[config.mk]
export PLATFORM = sky130hd
export DESIGN_NAME = poly_voice_mixer
export DESIGN_NICKNAME = d
export VERILOG_FILES = /design/src/rtl/poly_voice_mixer.sv
export SDC_FILE = /design/constraint.sdc
export NUM_CORES = 1
export LEC_CHECK = 0
export CAP_MARGIN = 20
export CORE_MARGIN = 2
export CORE_UTILIZATION = 50
export DETAILED_ROUTE_END_ITERATION = 10
export GPL_TIMING_DRIVEN = 0
export PLACE_DENSITY = 0.77
export RECOVER_POWER = 50
export SYNTH_ARGS = -nofsm -noshare
export SYNTH_HDL_FRONTEND = slang
export SYNTH_SLANG_ARGS = --single-unit
[constraint.sdc]
create_clock -name clk -period 17.2 [get_ports clk]
set_clock_uncertainty 0.1 [all_clocks]
set_input_delay 5.16 -clock clk [delete_from_list [all_inputs] [get_ports clk]]
set_output_delay 5.16 -clock clk [all_outputs]
set_load 0.01 [all_outputs]
[src/rtl/poly_voice_mixer.sv]
`default_nettype none
// ============================================================================
// Module   : poly_voice_mixer
// Brief    : Voice allocator and mixer for a pool of NUM_VOICES external
//            WaveGen voices. Allocates noteOn events with one-cycle go
//            pulses, releases voices on a matching noteOff, and mixes the
//            active voices into one saturated sample under a ready/received
//            handshake.
//            Optional feature macro: VOICE_STEAL_EN (round-robin voice
//            stealing when the pool is full; default build drops the note).
// Revision : 1.0 - initial parametrised release
// ============================================================================
module poly_voice_mixer #(
    parameter int NUM_VOICES = 8,
    parameter int SAMPLE_W   = 18,
    parameter int DELAY_W    = 10,
    parameter int VEL_W      = 8
) (
    input  logic                           clk,
    input  logic                           reset,
    input  logic                           noteOn,
    input  logic                           noteOff,
    input  logic [DELAY_W-1:0]             delay,
    input  logic [VEL_W-1:0]               velocity,
    input  logic [NUM_VOICES-1:0]          voicePrepped,
    input  logic [NUM_VOICES-1:0]          voiceReady,
    input  logic [NUM_VOICES*SAMPLE_W-1:0] voiceData,
    output logic [NUM_VOICES-1:0]          voiceGo,
    output logic [NUM_VOICES-1:0]          voiceKill,
    output logic [DELAY_W-1:0]             voiceDelay,
    output logic [VEL_W-1:0]               voiceVel,
    output logic [NUM_VOICES-1:0]          activeMask,
    output logic                           dropped,
    output logic                           ready,
    input  logic                           received,
    output logic [SAMPLE_W-1:0]            dataOut
);

    localparam int c_SUM_W = SAMPLE_W + $clog2(NUM_VOICES);
    localparam logic signed [c_SUM_W-1:0] c_SAT_MAX =
        {{(c_SUM_W-SAMPLE_W+1){1'b0}}, {(SAMPLE_W-1){1'b1}}};
    localparam logic signed [c_SUM_W-1:0] c_SAT_MIN =
        {{(c_SUM_W-SAMPLE_W+1){1'b1}}, {(SAMPLE_W-1){1'b0}}};

    // Registered state
    logic                  r_on_d;
    logic                  r_off_d;
    logic [NUM_VOICES-1:0] r_prepped_d;
    logic [NUM_VOICES-1:0] r_go;
    logic [NUM_VOICES-1:0] r_go_d1;
    logic [NUM_VOICES-1:0] r_kill;
    logic [NUM_VOICES-1:0] r_mask;
    logic [DELAY_W-1:0]    r_delay;
    logic [VEL_W-1:0]      r_vel;
    logic                  r_dropped;
    logic                  r_ready;
    logic [SAMPLE_W-1:0]   r_data;

    // Combinational control
    logic                  w_on_edge;
    logic                  w_off_edge;
    logic [NUM_VOICES-1:0] w_tag_hit;
    logic [NUM_VOICES-1:0] w_kill_rel;
    logic [NUM_VOICES-1:0] w_free;
    logic [NUM_VOICES-1:0] w_alloc;
    logic                  w_no_free;
    logic [NUM_VOICES-1:0] w_steal_kill;
    logic                  w_drop;
    logic [NUM_VOICES-1:0] w_pend_mask;
    logic [DELAY_W-1:0]    w_pend_tag;
    logic [VEL_W-1:0]      w_pend_vel;
    logic [NUM_VOICES-1:0] w_go_next;
    logic [NUM_VOICES-1:0] w_nat_end;
    logic [NUM_VOICES-1:0] w_mask_next;
    logic signed [c_SUM_W-1:0] w_sum;
    logic signed [c_SUM_W-1:0] w_sat;
    logic                  w_capture;

    assign w_on_edge  = noteOn  & ~r_on_d;
    assign w_off_edge = noteOff & ~r_off_d;

    // Release: every active voice whose tag matches the noteOff tag
    assign w_kill_rel = {NUM_VOICES{w_off_edge}} & r_mask & w_tag_hit;

    // A voice is free only when idle and not owned; a voice released this
    // cycle is still owned, so it can never be reused in the same cycle.
    assign w_free    = voicePrepped & ~r_mask;
    // Lowest set bit of the free vector
    assign w_alloc   = w_on_edge ? (w_free & (~w_free + NUM_VOICES'(1))) : '0;
    assign w_no_free = w_on_edge & (w_free == '0);

`ifdef VOICE_STEAL_EN
    localparam int c_PTR_W = (NUM_VOICES > 1) ? $clog2(NUM_VOICES) : 1;

    logic [c_PTR_W-1:0]    r_steal_ptr;
    logic [NUM_VOICES-1:0] r_steal_mask;
    logic [DELAY_W-1:0]    r_steal_tag;
    logic [VEL_W-1:0]      r_steal_vel;

    assign w_steal_kill = w_no_free ? (NUM_VOICES'(1) << r_steal_ptr) : '0;
    assign w_drop       = 1'b0;
    assign w_pend_mask  = r_steal_mask;
    assign w_pend_tag   = r_steal_tag;
    assign w_pend_vel   = r_steal_vel;

    // Steal bookkeeping: kill now, re-start the same voice one cycle later
    always_ff @(posedge clk) begin
        if (reset) begin
            r_steal_ptr  <= '0;
            r_steal_mask <= '0;
            r_steal_tag  <= '0;
            r_steal_vel  <= '0;
        end else begin
            r_steal_mask <= w_steal_kill;
            if (w_no_free) begin
                r_steal_tag <= delay;
                r_steal_vel <= velocity;
                if (r_steal_ptr == c_PTR_W'(NUM_VOICES - 1)) begin
                    r_steal_ptr <= '0;
                end else begin
                    r_steal_ptr <= r_steal_ptr + c_PTR_W'(1);
                end
            end
        end
    end
`else
    assign w_steal_kill = '0;
    assign w_drop       = w_no_free;
    assign w_pend_mask  = '0;
    assign w_pend_tag   = '0;
    assign w_pend_vel   = '0;
`endif

    assign w_go_next = w_alloc | w_pend_mask;

    // Natural end: voice reports idle again long after its go, and it is not
    // the target of a steal in flight.
    assign w_nat_end = voicePrepped & ~r_prepped_d & r_mask & ~(r_go | r_go_d1)
                     & ~w_pend_mask;

    assign w_mask_next = (r_mask & ~w_kill_rel & ~w_nat_end) | w_go_next;

    // Per-voice note tag storage and tag match
    generate
        for (genvar gi = 0; gi < NUM_VOICES; gi++) begin : g_voice
            logic [DELAY_W-1:0] r_tag;

            // Tag is written with the voice's go, from the live noteOn or a pending steal
            always_ff @(posedge clk) begin
                if (reset) begin
                    r_tag <= '0;
                end else if (w_alloc[gi]) begin
                    r_tag <= delay;
                end else if (w_pend_mask[gi]) begin
                    r_tag <= w_pend_tag;
                end
            end

            assign w_tag_hit[gi] = (r_tag == delay);
        end
    endgenerate

    // Allocation, release and edge-detect state
    always_ff @(posedge clk) begin
        if (reset) begin
            r_on_d      <= 1'b0;
            r_off_d     <= 1'b0;
            r_prepped_d <= '0;
            r_go        <= '0;
            r_go_d1     <= '0;
            r_kill      <= '0;
            r_mask      <= '0;
            r_delay     <= '0;
            r_vel       <= '0;
            r_dropped   <= 1'b0;
        end else begin
            r_on_d      <= noteOn;
            r_off_d     <= noteOff;
            r_prepped_d <= voicePrepped;
            r_go        <= w_go_next;
            r_go_d1     <= r_go;
            r_kill      <= w_kill_rel | w_steal_kill;
            r_mask      <= w_mask_next;
            r_dropped   <= w_drop;
            if (w_alloc != '0) begin
                r_delay <= delay;
                r_vel   <= velocity;
            end else if (w_pend_mask != '0) begin
                r_delay <= w_pend_tag;
                r_vel   <= w_pend_vel;
            end
        end
    end

    // Sign-extended sum of active voices, then clamp to the sample range
    always_comb begin
        w_sum = '0;
        for (int i = 0; i < NUM_VOICES; i++) begin
            if (r_mask[i]) begin
                w_sum = w_sum + c_SUM_W'($signed(voiceData[i*SAMPLE_W +: SAMPLE_W]));
            end
        end
        w_sat = w_sum;
        if (w_sum > c_SAT_MAX) begin
            w_sat = c_SAT_MAX;
        end else if (w_sum < c_SAT_MIN) begin
            w_sat = c_SAT_MIN;
        end
    end

    assign w_capture = (r_mask != '0) && ((voiceReady & r_mask) == r_mask) && !r_ready;

    // Output frame register: capture when idle, hold until received
    always_ff @(posedge clk) begin
        if (reset) begin
            r_ready <= 1'b0;
            r_data  <= '0;
        end else if (w_capture) begin
            r_ready <= 1'b1;
            r_data  <= w_sat[SAMPLE_W-1:0];
        end else if (r_ready && received) begin
            r_ready <= 1'b0;
        end
    end

    assign voiceGo    = r_go;
    assign voiceKill  = r_kill;
    assign voiceDelay = r_delay;
    assign voiceVel   = r_vel;
    assign activeMask = r_mask;
    assign dropped    = r_dropped;
    assign ready      = r_ready;
    assign dataOut    = r_data;

endmodule
`default_nettype wire

## Yosys cells after proc, flatten, opt, wreduce, memory -nomap -nowiden

Cells that the tools add are included.

| operators by class | value |
|---|---|
| add/sub/neg operators | 8 |
| order comparisons | 2 |
| equality and inequality tests | 9 |
| muxes and demuxes | 13 |
| bitwise gates (word level) | 23 |
| reductions and logical operators | 8 |

Operators by type and width:

| kind | count |
|---|---|
| 21-bit 2-to-1 mux | 8 |
| 21-bit by 18-bit adder with 21-bit output | 7 |
| 8-bit bitwise AND | 10 |
| 10-bit == test | 8 |
| 8-bit inverter | 6 |
| 18-bit 2-to-1 mux | 2 |
| 21-bit by 18-bit greater-than comparator with 1-bit output (second input constant) | 1 |
| 21-bit by 18-bit < comparator with 1-bit output (second input constant) | 1 |
| 8-bit OR | 2 |
| 8-bit nonzero test | 2 |
| 8-bit by 1-bit adder with 8-bit output (second input constant) | 1 |
| 8-bit == test | 1 |
| 8-bit zero test | 1 |
| 8-bit 2-to-1 mux | 1 |
| 1-bit bitwise AND | 3 |
| 1-bit logical AND | 3 |
| 1-bit 2-to-1 mux | 2 |
| 1-bit inverter | 2 |
| 2-bit nonzero test | 1 |
| 1-bit zero test | 1 |

| word-level totals | value |
|---|---|
| register bits | 160 |
| input bits | 183 |
| logic and storage cells | 83 |

## Logic depth before layout (Yosys ltp)

| depth | value |
|---|---|
| depth after elaboration | 18 |
| depth in mapped cells | 64 |
| gate-level depth less buffers | 60 |

## Worst setup path after synthesis

Ideal clock, no wire load.

| path | value |
|---|---|
| path kind | input to register |
| start point | in voiceData[0] |
| end point | reg r_data[10], in the netlist dataOut[10] |
| arrival | 15.805 ns |
| required time | 16.967 ns |
| path slack | 1.162 ns |
| stages on the path | 62 |
| buffers on the path | 2 |
| path through | and2_1 -> ha_1 -> fa_1 -> a31oi_1 -> o21ai_0 -> a31oi_1 -> xnor2_1 -> a21oi_1 -> or2_2 -> ha_1 -> or4_1 -> o21ai_0 -> a21oi_1 -> nor2_1 -> nor2_1 -> mux2_2 -> ha_1 -> a21o_1 -> (+26 left out) -> a21oi_1 -> a211oi_1 -> o31ai_1 -> o31ai_1 -> mux2i_1 -> a311oi_2 -> inv_1 -> ha_1 -> o21ai_0 -> nand2b_1 -> o41ai_2 -> mux2i_1 -> xnor2_1 -> xnor3_2 -> buf_6 -> buf_6 -> o211ai_2 -> a31oi_1 |

| on the way | value |
|---|---|
| word-level cells in the longest chain between the ends | 18 |
| elaborated cells between the ends (all ways) | 19 |

Ends and longest elaborated chain:

| element | RTL line | RTL |
|---|---|---|
| start, declared | 27 | `input logic [NUM_VOICES*SAMPLE_W-1:0] voiceData,` |
| 21-bit 2-to-1 mux (*) | 199 | `if (r_mask[i]) begin` |
| 21-bit by 18-bit adder with 21-bit output | 200 | `w_sum = w_sum + c_SUM_W'($signed(voiceData[i*SAMPLE_W +: SAMPLE_W]));` |
| 21-bit 2-to-1 mux (*) | 199 |  |
| 21-bit by 18-bit adder with 21-bit output | 200 |  |
| 21-bit 2-to-1 mux (*) | 199 |  |
| 21-bit by 18-bit adder with 21-bit output | 200 |  |
| 21-bit 2-to-1 mux (*) | 199 |  |
| 21-bit by 18-bit adder with 21-bit output | 200 |  |
| (+2 left out) | - |  |
| 21-bit 2-to-1 mux (*) | 199 |  |
| 21-bit by 18-bit adder with 21-bit output | 200 |  |
| 21-bit 2-to-1 mux (*) | 199 |  |
| 21-bit by 18-bit adder with 21-bit output | 200 |  |
| 21-bit 2-to-1 mux (*) | 199 |  |
| 21-bit by 18-bit < comparator with 1-bit output | 206 | `end else if (w_sum < c_SAT_MIN) begin` |
| 18-bit 2-to-1 mux | 206 |  |
| 18-bit 2-to-1 mux (*) | 204 | `if (w_sum > c_SAT_MAX) begin` |
| end signal, assigned | 220 | `r_data <= w_sat[SAMPLE_W-1:0];` |
| end, declared | 57 | `logic [SAMPLE_W-1:0] r_data;` |

Mark *: on every way between the ends. The rest lies on a longest branch, timed or not.
A chain may end at the register's enable or synchronous reset.

## Worst setup path in the final report

Same ends and word-level chain as after synthesis.

==> impl.org <==
** Outcome
- The flow ran to the end, and the final reports show no timing, DRC or antenna violations.

** STA
- Count of endpoints failing hold in the final timing report :: 0
- Final slew viol count :: 0
- Share of the clock period used by the worst path after layout :: between 90% and 100%
- Static timing analysis puts the maximum clock frequency at 59.7 MHz.
- Adding up every negative setup slack in the final design gives 0 ns.
- Worst setup slack after layout :: ~0.46 ns
- Counting I/O delays and the setup requirement, the final critical path takes roughly 17 ns.
- The worst pin sits at a relative slew slack of 27.8%.
- Transition time at the pin with the least slew margin :: 1.08 ns
- Total setup violations reported at the end of the flow :: 0
- Final-layout worst hold slack :: ~0.38 ns

** Clock network
- The clock drives 160 sinks.
- CTS tree :: built
- CTS HTree Levels :: 4
- CTS buffer count :: 17
- At the later pin of the worst-skew pair, clock insertion delay measures 0.44 ns.
- Clock root buffer :: sky130_fd_sc_hd__clkbuf_16
- Clock input transition at the sequential cells of the worst setup and hold paths :: 0.07 ns
- The longest clock path from root to sink contains 2 buffers.

** Synth
- Post-synthesis instance area :: 15,500 um^2
- Counting flops and latches in the post-synthesis netlist gives 160.
- Of the total synthesized cell area, the portion taken by XOR and XNOR cells is 9.82%.
- Summing the areas of all fa, ha and maj instances in the mapped netlist gives around an eighth of the synthesized area.
- For this run, the leading register cell type out of synthesis is sky130_fd_sc_hd__dfxtp_1.
- Of the synthesized area, sequential elements account for approximately 21%.
- Summing the areas of all and, or, nand and nor instances in the mapped netlist gives 20.0% of the synthesized area.
- Cell taking the most area after synthesis :: sky130_fd_sc_hd__dfxtp_1
- The synthesized netlist devotes between 20 and 25% of its cell area to compound gates.
- Post-synthesis mux area share :: under 10%
- Average size of a mapped cell :: approximately 8 um^2
- Share of synthesized registers carrying an async set or reset :: 0%
- The top cell type by area accounts for 20.7% of the synthesized area.
- By area, the combinational part of the netlist is dominated by compound AO/OA/AOI/OAI gates.
- In the post-synthesis netlist, the biggest area contributors are sky130_fd_sc_hd__dfxtp_1, sky130_fd_sc_hd__ha_1, sky130_fd_sc_hd__xnor2_1, sky130_fd_sc_hd__mux2i_1, sky130_fd_sc_hd__nor2_1.
- Yosys printed 0 warnings.
- Cell variety after synth :: slightly above 90
- Cell count after synthesis :: slightly below 2,000
- Net count after synthesis :: about 2,300
- Counting flops with a built-in enable in the synthesized netlist gives 0.

** Power
- Static leakage power :: between 8 and 9 nW
- In this run the power density over the cells is a little under 70 nW/um^2.
- IR analysis of the VDD net gives a maximum drop of 0.0596 mV.
- Summing internal, switching and leakage power gives 1.33 mW.

** Layout
- Final Util :: around 64%
- Leaving out fill and tap cells, the most frequent cells in the layout are sky130_fd_sc_hd__nor2_1, sky130_fd_sc_hd__clkdlybuf4s50_1, sky130_fd_sc_hd__nand2_1.
- Cells with a size suffix above 1 make up under 10% of the layout.
- Number of flip-flops in the largest register :: 80
- Syn-to-layout area delta :: 26.2%
- The filler cells instantiated in the layout total 2,665.
- Most flop-heavy register :: g_voice.r_tag
- Net count reported at finish :: 2,586
- In the final layout, the multi-input gates occupy 12,000 um^2.
- The sequential cells in the finished layout cover a total of approximately 3200 um^2.
- Most common cell after layout, fill and taps aside :: sky130_fd_sc_hd__nor2_1

** Setup path
- Required time of the critical path :: between 15 and 20 ns
- Highest fanout seen on the critical path :: 10
- Data on the critical path arrives at its endpoint at 16.93 ns.
- In this run the critical register-to-register path is launched from activeMask[0].
- The largest single stage delay on the critical path is approximately 0.5 ns.
- By startpoint and endpoint, the worst setup path is classified as input port to flip-flop.
- The cell that appears most often on the critical path is sky130_fd_sc_hd__nand2_1.
- The slowest stage of the critical path is the sky130_fd_sc_hd__or4_4 cell.
- STA classifies the critical path startpoint as an input port.
- The kind of cell with the highest combined delay along the critical path is compound AO/OA/AOI/OAI gates.
- Crit. Startpoint :: voiceData[0]
- Worst Path Buf+Inv :: 3
- Crit end category :: flip-flop

** Drt
- Total length of routed wires :: ~54 mm
- The pre-antenna-repair detailed-routing pass consisted of 6 iterations.
- For this block, the initial DRC count from the detailed router was roughly 1,500.
- Dividing the detail-routed via count by the number of cells gives between 6 and 7.
- In the routed design, unresolved DRC markers number 0.
- Dividing the detail-routed wire length by the instance count gives roughly 20 um.
- Antenna-violating nets left :: 0
- Detailed routing inserted a total of 16,200 vias.

** GRT
- Via count of the first global-routing pass :: approximately 16,000
- The number of antenna violations at the first check in global routing is 8.
- Wire length of the first global-routing pass :: roughly 84 mm
- Maximum number of pins on one net before global-route repair :: 17
- After global routing the overflow that remains totals 0.
- In the global route stage, overall resource usage came out at about 32%.

** Floorplan
- The floorplan step set the die width to 180 um.
- Vert. Die Dim :: between 150 and 200 um
- Once the floorplan was initialized, standard cells occupied around 51% of the core.
- In this run the count of I/O pins placed on the die edge is about 250.
- Die area :: 32,300 um^2
- The floorplan step defined a core boundary enclosing 30,500 um^2.
- Count of standard-cell rows :: 64

** Hold path
- The tightest min-delay check is of the flip-flop to flip-flop type.
- In this run the most critical hold path is launched from g_voice[0].r_tag[6].

** Run
- Number of maximum-capacitance violations :: 0

** Place
- The congestion estimate from routability-driven global placement came to 0.941.
- Port Buf Inserts :: around 230
- At the placement stage, the worst setup path has a slack of -1.17 ns.
- Placed wire-length estimate after detailed placement :: about 42 mm
[cell type report]
type | count | share of cell area, %
buffer | 91 | 1.89
multi-input combinational | 1644 | 61.3
clock buffer | 18 | 2.20
timing repair buffer | 254 | 12.8
clock inverter | 14 | 0.988
inverter | 92 | 1.77
sequential | 160 | 16.4
antenna | 6 | 0.0770
tap | 396 | 2.54
[worst reg2reg max path, delay by kind of cell, from the launching register on]
family	cells	cell delay, ns
AO/OA/AOI/OAI	20	4.01
XOR/XNOR	7	1.24
adder cells (fa/ha/maj)	7	2.05
buffers and inverters	7	1.81
flip-flops	1	0.41
multiplexers	2	0.59
AND/OR/NAND/NOR	17	2.45
[final timing paths]
path                                            end  slack, ns  cells past startpoint
worst max register to register          dataOut[10]       4.42                     60
worst min register to register  g_voice[0].r_tag[6]       0.38                      2
worst max-delay path                    dataOut[10]       0.46                     59
worst min-delay path            g_voice[0].r_tag[6]       0.38                      2
[stage by stage]
step | cell area, um^2 | instances
floorplan | 15500 | 1988
global placement | 18300 | 2617
detailed placement | 18300 | 2617
CTS | 19000 | 2654
global route | 19500 | 2675
finish | 19500 | 2675
[repair_timing]
item,CTS,global route
buffers inserted,6,15
hold buffers,0,0
pin swaps,5,27
setup endpoints to repair,18,18
gates resized for setup,13,71
[per-layer routing]
| layer | share of wire [%] | routed length, um | GRT usage (%) |
|---|---|---|---|
| met1 | 43 | 23100 | 41.0 |
| met2 | 46 | 25100 | 54.3 |
| met3 | 7.0 | 3780 | 4.96 |
| met4 | 4.2 | 2260 | 13.7 |
| met5 | 0.031 | 17 | 0 |
[Yosys cell counts, types with 10 or more instances]
cell type and count:
sky130_fd_sc_hd__a21o_1 48, sky130_fd_sc_hd__nand4_1 36, sky130_fd_sc_hd__a21oi_1 141, sky130_fd_sc_hd__o21ai_1 11
sky130_fd_sc_hd__nor2b_1 36, sky130_fd_sc_hd__xnor2_1 139, sky130_fd_sc_hd__o21bai_1 13, sky130_fd_sc_hd__dfxtp_1 160
sky130_fd_sc_hd__xor2_1 29, sky130_fd_sc_hd__and3_1 10, sky130_fd_sc_hd__nor3_1 38, sky130_fd_sc_hd__o21a_1 40
sky130_fd_sc_hd__mux2i_1 94, sky130_fd_sc_hd__a211oi_1 32, sky130_fd_sc_hd__nand3_1 30, sky130_fd_sc_hd__o211ai_1 18
sky130_fd_sc_hd__a31oi_1 28, sky130_fd_sc_hd__nor2_1 227, sky130_fd_sc_hd__a211o_1 10, sky130_fd_sc_hd__and2_1 21
sky130_fd_sc_hd__inv_1 90, sky130_fd_sc_hd__clkbuf_1 78, sky130_fd_sc_hd__nand2b_1 30, sky130_fd_sc_hd__o22ai_1 10
sky130_fd_sc_hd__or3_1 12, sky130_fd_sc_hd__ha_1 136, sky130_fd_sc_hd__mux2_2 38, sky130_fd_sc_hd__nand2_1 168
sky130_fd_sc_hd__o21ai_0 92
[logic make-up (layout without fill, tap and decap cells)]
family / after synthesis / count (layout)
buf+inv: 184 / 469
compound gates: 548 / 548
fa+ha+maj: 143 / 143
simple gates: 651 / 651
other cells: 0 / 6
xor+xnor: 170 / 170
flops: 160 / 160
mux: 132 / 132
[where the power goes]
part	leakage, nW	switching [mW]	internal, mW
Combinational	6.89	0.282	0.238
Sequential	1.30	0.00830	0.384
Clock	0.308	0.180	0.235
Note: power is estimated with default switching activity, not from simulation.
